<file path="config.mk">
export PLATFORM = sky130hd
export DESIGN_NAME = seq_frame_sched_flat
export DESIGN_NICKNAME = d
export VERILOG_FILES = /design/src/rtl/seq_frame_sched_if.sv /design/src/rtl/seq_frame_sched.sv /design/src/flat_wrapper.sv
export SDC_FILE = /design/constraint.sdc
export NUM_CORES = 1
export LEC_CHECK = 0
export CELL_PAD_IN_SITES_DETAIL_PLACEMENT = 1
export CELL_PAD_IN_SITES_GLOBAL_PLACEMENT = 1
export CORE_MARGIN = 2
export CORE_UTILIZATION = 41
export DETAILED_ROUTE_END_ITERATION = 12
export GPL_TIMING_DRIVEN = 0
export PLACE_DENSITY_LB_ADDON = 0.1
export RECOVER_POWER = 100
export SLEW_MARGIN = 5
export SYNTH_ARGS = -nofsm -noshare
export SYNTH_HDL_FRONTEND = slang
export SYNTH_SLANG_ARGS = --single-unit
</file>
<file path="constraint.sdc">
create_clock -name clk -period 2.8 [get_ports clk]
set_clock_uncertainty 0.2 [all_clocks]
set_input_delay 0.56 -clock clk [delete_from_list [all_inputs] [get_ports clk]]
set_output_delay 0.56 -clock clk [all_outputs]
set_load 0.02 [all_outputs]
</file>
<file path="src/rtl/seq_frame_sched_if.sv">
// Frame request / result bus between two parallel requesters and the scheduler.
interface seq_frame_sched_if #(
    parameter int unsigned WIDTH = 8
);
    logic             req0;
    logic [WIDTH-1:0] data0;
    logic             req1;
    logic [WIDTH-1:0] data1;
    logic             gnt0;
    logic             gnt1;
    logic             done0;
    logic             done1;
    logic [WIDTH-1:0] result;
    logic             busy;
    logic [2:0]       mstate;

    modport master (
        output req0, data0, req1, data1,
        input  gnt0, gnt1, done0, done1, result, busy, mstate
    );

    modport slave (
        input  req0, data0, req1, data1,
        output gnt0, gnt1, done0, done1, result, busy, mstate
    );
endinterface

</file>
<file path="src/rtl/seq_frame_sched.sv">
// Round-robin scheduler feeding parallel frames LSB-first through a shared
// 3-bit serial Mealy machine and returning the collected output word.
module seq_frame_sched #(
    parameter int unsigned WIDTH = 8
) (
    input  logic               clk,
    input  logic               rst,
    seq_frame_sched_if.slave   bus
);
    localparam int unsigned CW = (WIDTH > 2) ? $clog2(WIDTH) : 1;
    localparam logic [CW-1:0] LAST = CW'(WIDTH - 1);

    typedef enum logic [1:0] {
        IDLE  = 2'd0,
        SHIFT = 2'd1,
        DONE  = 2'd2
    } state_t;

    state_t           state;
    state_t           state_nxt;
    logic [WIDTH-1:0] shreg;
    logic [WIDTH-1:0] result_q;
    logic [CW-1:0]    cnt;
    logic [2:0]       mst;
    logic             owner;
    logic             ptr;
    logic             gnt0_q, gnt1_q, done0_q, done1_q, busy_q;
    logic             gnt0_nxt, gnt1_nxt, done0_nxt, done1_nxt, busy_nxt;
    logic             any_req_c;
    logic             pick1_c;
    logic             y_c;
    logic [2:0]       mst_nxt_c;

    // Arbitration: a lone requester wins; on a tie the one not granted last wins.
    assign any_req_c = bus.req0 | bus.req1;
    assign pick1_c   = bus.req1 & (~bus.req0 | ~ptr);

    // Serial machine: Mealy output and next state from the pre-edge state and current bit.
    always_comb begin
        logic a, b, c, x;
        a = mst[2];
        b = mst[1];
        c = mst[0];
        x = shreg[0];
        y_c          = (~a & x) | (~a & ~b & c);
        mst_nxt_c[2] = ~a & ~b & x;
        mst_nxt_c[1] = ((((~c & ~x) | a) & ~b)) | (~(c ^ x) & b);
        mst_nxt_c[0] = ((((a & x) | (~a & ~b & ~x)) & ~c)) | (~x & c);
    end

    // Controller state register.
    always_ff @(posedge clk or posedge rst) begin
        if (rst) state <= IDLE;
        else     state <= state_nxt;
    end

    // Controller next-state logic.
    always_comb begin
        state_nxt = state;
        case (state)
            IDLE:    if (any_req_c) state_nxt = SHIFT;
            SHIFT:   if (cnt == LAST) state_nxt = DONE;
            DONE:    state_nxt = IDLE;
            default: state_nxt = IDLE;
        endcase
    end

    // Controller outputs: next values of the registered pulse and busy flags.
    always_comb begin
        gnt0_nxt  = 1'b0;
        gnt1_nxt  = 1'b0;
        done0_nxt = 1'b0;
        done1_nxt = 1'b0;
        busy_nxt  = 1'b0;
        case (state)
            IDLE: begin
                if (any_req_c) begin
                    gnt0_nxt = ~pick1_c;
                    gnt1_nxt = pick1_c;
                    busy_nxt = 1'b1;
                end
            end
            SHIFT: begin
                busy_nxt = 1'b1;
                if (cnt == LAST) begin
                    done0_nxt = ~owner;
                    done1_nxt = owner;
                end
            end
            default: ;
        endcase
    end

    // Datapath: frame capture, serial shifting, result collection and output registers.
    always_ff @(posedge clk or posedge rst) begin
        if (rst) begin
            shreg    <= '0;
            result_q <= '0;
            cnt      <= '0;
            mst      <= 3'b000;
            owner    <= 1'b0;
            ptr      <= 1'b1;
            gnt0_q   <= 1'b0;
            gnt1_q   <= 1'b0;
            done0_q  <= 1'b0;
            done1_q  <= 1'b0;
            busy_q   <= 1'b0;
        end else begin
            gnt0_q  <= gnt0_nxt;
            gnt1_q  <= gnt1_nxt;
            done0_q <= done0_nxt;
            done1_q <= done1_nxt;
            busy_q  <= busy_nxt;
            if (state == IDLE && any_req_c) begin
                shreg <= pick1_c ? bus.data1 : bus.data0;
                owner <= pick1_c;
                ptr   <= pick1_c;
                cnt   <= '0;
                mst   <= 3'b000;
            end else if (state == SHIFT) begin
                result_q[cnt] <= y_c;
                mst           <= mst_nxt_c;
                shreg         <= shreg >> 1;
                cnt           <= cnt + CW'(1);
            end
        end
    end

    assign bus.gnt0   = gnt0_q;
    assign bus.gnt1   = gnt1_q;
    assign bus.done0  = done0_q;
    assign bus.done1  = done1_q;
    assign bus.busy   = busy_q;
    assign bus.result = result_q;
    assign bus.mstate = mst;
endmodule

</file>
<file path="src/flat_wrapper.sv">
// flat-port wrapper written by rule: the top's interface ports become plain ports
module seq_frame_sched_flat 
#(
    parameter int unsigned WIDTH = 8
)
  (clk, rst, bus_req0, bus_data0, bus_req1, bus_data1, bus_gnt0, bus_gnt1, bus_done0, bus_done1, bus_result, bus_busy, bus_mstate);
  seq_frame_sched_if #(.WIDTH(WIDTH)) bus_i ();
  input  logic clk;
  input  logic rst;
  input wire logic [$bits(bus_i.req0)-1:0] bus_req0;
  input wire logic [$bits(bus_i.data0)-1:0] bus_data0;
  input wire logic [$bits(bus_i.req1)-1:0] bus_req1;
  input wire logic [$bits(bus_i.data1)-1:0] bus_data1;
  output wire logic [$bits(bus_i.gnt0)-1:0] bus_gnt0;
  output wire logic [$bits(bus_i.gnt1)-1:0] bus_gnt1;
  output wire logic [$bits(bus_i.done0)-1:0] bus_done0;
  output wire logic [$bits(bus_i.done1)-1:0] bus_done1;
  output wire logic [$bits(bus_i.result)-1:0] bus_result;
  output wire logic [$bits(bus_i.busy)-1:0] bus_busy;
  output wire logic [$bits(bus_i.mstate)-1:0] bus_mstate;
  assign bus_i.req0 = bus_req0;
  assign bus_i.data0 = bus_data0;
  assign bus_i.req1 = bus_req1;
  assign bus_i.data1 = bus_data1;
  assign bus_gnt0 = bus_i.gnt0;
  assign bus_gnt1 = bus_i.gnt1;
  assign bus_done0 = bus_i.done0;
  assign bus_done1 = bus_i.done1;
  assign bus_result = bus_i.result;
  assign bus_busy = bus_i.busy;
  assign bus_mstate = bus_i.mstate;
  seq_frame_sched #(.WIDTH(WIDTH)) u_core (.clk(clk), .rst(rst), .bus(bus_i));
endmodule
</file>
Word level (Yosys, flattened, before mapping)
Index checks and enable logic that the tools add are counted. W data, S select, Z words.

Register bits: 31. Input bits: 20. Output and inout bits: 16. Logic and storage cells: 78.

$add $sub $neg: 1. Magnitude comparators: 2. Equality and inequality tests: 4. Muxes and demuxes: 23. Bitwise operators: 30. Reduce and logical (&&, ||, !) cells: 6.

Operators with widths (number): $mux W8 (3); $and A1 B1 Y1 (12); $mux W3 (4); $mux W1 (10); $not A1 Y1 (10); $bwmux W8 (1); $or A1 B1 Y1 (7); $lt A3 B4 Y1 const B (1); $mux W2 (2); $ne A2 B1 Y1 const B (2); $pmux W2 S2 (1); $reduce_and A2 Y1 (2); $add A3 B1 Y3 const B (1); $demux W1 S3 (1); $eq A3 B3 Y1 const B (1); $ge A3 B1 Y1 const B (1); $eq A2 B1 Y1 const B (1); $logic_and A1 B1 Y1 (2); $logic_not A2 Y1 (1); $pmux W1 S2 (1); $reduce_bool A2 Y1 (1); $xor A1 B1 Y1 (1).

Depth between registers and ports, before layout
Depth in word-level cells: 8. Gate-level depth with buffers: 5. Mapped depth without buffers: 5.

Least setup slack after synthesis
No wires, ideal clock.

Kind: register to register. Start: reg u_core.state[1]. End: reg u_core.result_q[7] (netlist: u_core.bus.result[7]). Setup time: 0.128 ns. Arrival time: 1.166 ns. Data required time: 2.472 ns. Path slack: 1.306 ns. Cell stages (with the launch flop): 5. Buffers on the path: 1. Period minus slack after synthesis: 1.494 ns. Cells stage by stage: dfrtp_1 -> and2b_1 -> buf_2 -> nand4_1 -> mux2_1.

Cells in the longest elaborated chain, start to end: 4. Elaborated cells between the ends (all ways): 5. Classes of those cells: eq/ne (1); bitwise (1); reduce/logical (3).

Ends and longest elaborated chain: start, declared (RTL line seq_frame_sched.sv:19) `state_t state;`; start signal, assigned (RTL line seq_frame_sched.sv:54) `else state <= state_nxt;`; $logic_not A2 Y1 (RTL line seq_frame_sched.sv:114) `if (state == IDLE && any_req_c) begin`; $logic_and A1 B1 Y1 (RTL line seq_frame_sched.sv:114); $not A1 Y1 (no line); $reduce_and A2 Y1 (no line) *; end signal, assigned by index (RTL line seq_frame_sched.sv:121) `result_q[cnt] <= y_c;`; end, declared (RTL line seq_frame_sched.sv:22) `logic [WIDTH-1:0] result_q;`.

Mark *: on every way between the ends. The rest lies on a longest branch, timed or not. A chain may end at the register's enable or synchronous reset.

Worst setup path in the final report
Start: in bus_req0. End: reg u_core.shreg[7].

Cells in the longest elaborated chain, start to end: 5. Elaborated cells between the ends (all ways): 8. Classes of those cells: mux (2); bitwise (4); reduce/logical (2).

Ends and longest elaborated chain: start, declared (RTL line flat_wrapper.sv:10) `input wire logic [$bits(bus_i.req0)-1:0] bus_req0;`; $not A1 Y1 (RTL line seq_frame_sched.sv:36) `assign pick1_c = bus.req1 & (~bus.req0 | ~ptr);`; $or A1 B1 Y1 (RTL line seq_frame_sched.sv:36); $and A1 B1 Y1 (RTL line seq_frame_sched.sv:36); $mux W8 (RTL line seq_frame_sched.sv:115) `shreg <= pick1_c ? bus.data1 : bus.data0;`; $mux W8 (RTL line seq_frame_sched.sv:114); end signal, assigned (RTL line seq_frame_sched.sv:115); end signal, assigned (RTL line seq_frame_sched.sv:123) `shreg <= shreg >> 1;`; end, declared (RTL line seq_frame_sched.sv:21) `logic [WIDTH-1:0] shreg;`.

Several ways; a longest one is shown, not always the timed one.

==> impl_metrics.json <==
{
  "status": "finished clean",
  "synth_mux_area_frac": 0.0720,
  "synth_top_family_by_area": "simple AND/OR/NAND/NOR gates",
  "avgRoutedWirePerCell_um": 15.5,
  "rsz0062_at_grt": "false",
  "synth_cells": 137,
  "drtIter0Drc": 33,
  "die_h_um": 65.1,
  "p_leak_nw": 0.849,
  "cts_sinks": 31,
  "crit_type": "primary input to flip-flop",
  "ctsHoldBuffers": 0,
  "clkTransAtPathRegs_ns": 0.07,
  "cts_resized": 0,
  "hp-start": "u_core.owner$_DFFE_PP0P_",
  "synth_edf_count": 0,
  "yosys_most_used_dff": "dfrtp_1",
  "drt_pre_antenna_iters": 4,
  "vias": 1223,
  "worstMarginPinSlew_ns": 1.11,
  "hold_viol": 0,
  "r2r_end": "u_core.owner$_DFFE_PP0P_",
  "grt_pass1_wl_mm": 6.08,
  "io_buffers": 35,
  "dpl.hpwl_mm": 2.64,
  "ys_seq_area_frac": 0.508,
  "synth_cell_types": 38,
  "post_cts_buffers": 0,
  "final_nets": 202,
  "rr_worst_depth": 5,
  "cts_tree": "yes",
  "cap_violations": 0,
  "io_pins": 36,
  "area_growth_pct": 31.3,
  "grt_use_total": 0.193,
  "hold_path_class": "flip-flop to flip-flop",
  "dieArea_mm2": 0.00424,
  "critPathCaptureType": "flip-flop",
  "synth_top_cells_by_count": "dfrtp_1 (30), inv_1 (10), nand3_1 (9), nand3b_1 (9), nand2_1 (8)",
  "yosys.area_share.adder": 0.0245,
  "synth_xor_area_frac": 0,
  "antenna_cells": 0,
  "cp.arrival_ns": 2.30,
  "rrSetupSlack_ns": 0.65,
  "crit_fanout": 10,
  "finalSetupViolCount": 0,
  "gp_congestion": 0.771,
  "r2r-start": "u_core.state[0]$_DFFE_PP0P_",
  "fin_crit_ns": 2.34,
  "core_area_mm2": 0.00363,
  "grt_overflow": 0,
  "ir_worst_vdd_mv": 0.429,
  "clockBufferDepth": 2,
  "post_synth_and_or_nand_nor_area_fraction": 0.194,
  "fin_tns_setup_ns": 0,
  "antenna_found_initial": 0,
  "synth_warnings": 0,
  "syn_area_mm2": 0.00153,
  "p_per_area_mw_per_mm2": 1030,
  "drive_gt1_frac": 0.111,
  "required_ns": 2.76,
  "syn_nets": 160,
  "yosysTopAreaCell": "dfrtp_1",
  "drc_errors": 0,
  "worstSkewPairLatency_ns": 0.28,
  "routed_wl_mm": 3.54,
  "grt_pass1_vias": 1302,
  "drv_slew": 0,
  "synth.avg_cell_area_um2": 11.2,
  "root_buffer": "clkbuf_8",
  "fillCellCount": 423,
  "synth_area_leaders": "dfrtp_1 (49%), mux2_2 (5.2%), nand3b_1 (4.4%)",
  "start_kind": "primary input",
  "ant_nets": 0,
  "multiInputGateArea_um2": 672,
  "async_reset_ff_frac": 1.00,
  "grt_start_max_net_pins": 32,
  "place_inst": 220,
  "finalNonFillerCells": 228,
  "via_per_inst": 5.36,
  "relSlewSlack": 0.258,
  "synth_compound_area_frac": 0.150,
  "htree_levels": 2,
  "synth.most_common_cell": "dfrtp_1",
  "cts_buffers": 5,
  "start_util": 0.421,
  "whs_endpoint": "u_core.bus.done0$_DFF_PP0_",
  "min_path_cells": 1,
  "synth_seq_cells": 31,
  "fmaxAchievable_ghz": 0.428,
  "seq_area_um2": 777,
  "die_w_um": 65.1,
  "min_period_over_period": 0.835,
  "synth_top_area_share": 0.491,
  "rows": 22
}
worst max-delay path: stages:
cell and delay (ns):
dlygate4sd3_1 0.67, a21boi_4 0.29, clkbuf_1 0.41, mux2i_1 0.28
mux2i_1 0.09
stage by stage:
step                       util  total power [mW]  hold slack, ns  setup WS [ns]  area [µm²]
final                     0.553              2.07           0.247          0.462        2010
after global routing      0.553              2.23           0.276          0.399        2010
after CTS                 0.556              2.14           0.256          0.634        2020
after detailed placement  0.534              1.80           0.254          0.442        1940
after global placement    0.534              1.74           0.234          0.471        1940
after floorplan               -              1.42           0.218           1.31        1530
cells in the final DEF, fill, tap and decap left out, types with 5 or more instances in the layout:
cell type         n
dfrtp_1          30
dlygate4sd3_1    18
clkdlybuf4s50_1  17
nand3b_1          9
nand3_1           9
inv_1             9
nand2_1           8
a211oi_1          7
a32oi_1           7
mux2_2            7
clkbuf_1          6
o21ai_0           6
clkbuf_8          5
how the worst max path moves through the flow:
| stage | from | endpoint | slack, ns | cells after the start |
|---|---|---|---|---|
| floorplan | u_core.state[1]$_DFFE_PP0P_ | u_core.bus.result[7]$_DFFE_PP0P_ | 1.31 | 4 |
| global placement | bus_req1 | u_core.shreg[7]$_DFFE_PP0P_ | 0.47 | 5 |
| detailed placement | bus_req1 | u_core.shreg[7]$_DFFE_PP0P_ | 0.44 | 5 |
| CTS | u_core.bus.mstate[1]$_DFFE_PP0P_ | bus_mstate[1] | 0.63 | 1 |
| global route | bus_req0 | u_core.shreg[7]$_DFFE_PP0P_ | 0.40 | 5 |
| finish | bus_req0 | u_core.shreg[7]$_DFFE_PP0P_ | 0.46 | 5 |
area by class of cell:
class / instances / share of cell area
Clock inverter: 1 / 0.00249
Multi-Input combinational cell: 90 / 0.334
Clock buffer: 7 / 0.0380
Tap cell: 48 / 0.0299
Timing Repair Buffer: 35 / 0.174
Inverter: 10 / 0.0187
Buffer: 6 / 0.0156
Sequential cell: 31 / 0.387
logic make-up after synthesis:
kind of cell / count (synthesis)
compound gates: 31
flops: 31
buf+inv: 16
mux: 10
simple gates: 46
fa+ha+maj: 3
metal layers:
layer / wire, µm / up-vias / GRT usage / share of wire
met3: 157 / 5 / 0.0565 / 0.044
met1: 1530 / 601 / 0.221 / 0.43
li1: - / 589 / - / -
met2: 1800 / 28 / 0.339 / 0.51
met4: 51 / 0 / 0.0781 / 0.014
met5: 0 / - / 0 / 0
where the power goes:
| group | switching [mW] | internal, mW |
|---|---|---|
| Sequential | 0.159 | 0.641 |
| Combinational | 0.489 | 0.439 |
| Clock | 0.163 | 0.174 |
| Total | 0.811 | 1.25 |
state kept, by name (all words and copies together) (netlist names):
name and cells:
u_core.bus.mstate 3, u_core.bus.gnt1 1, u_core.owner 1, u_core.bus.result 8
u_core.bus.done1 1, u_core.cnt 3, u_core.shreg 8, u_core.state 2
u_core.bus.busy 1, u_core.ptr 1, u_core.bus.done0 1, u_core.bus.gnt0 1
No activity file was read; power rests on OpenSTA's default activity.
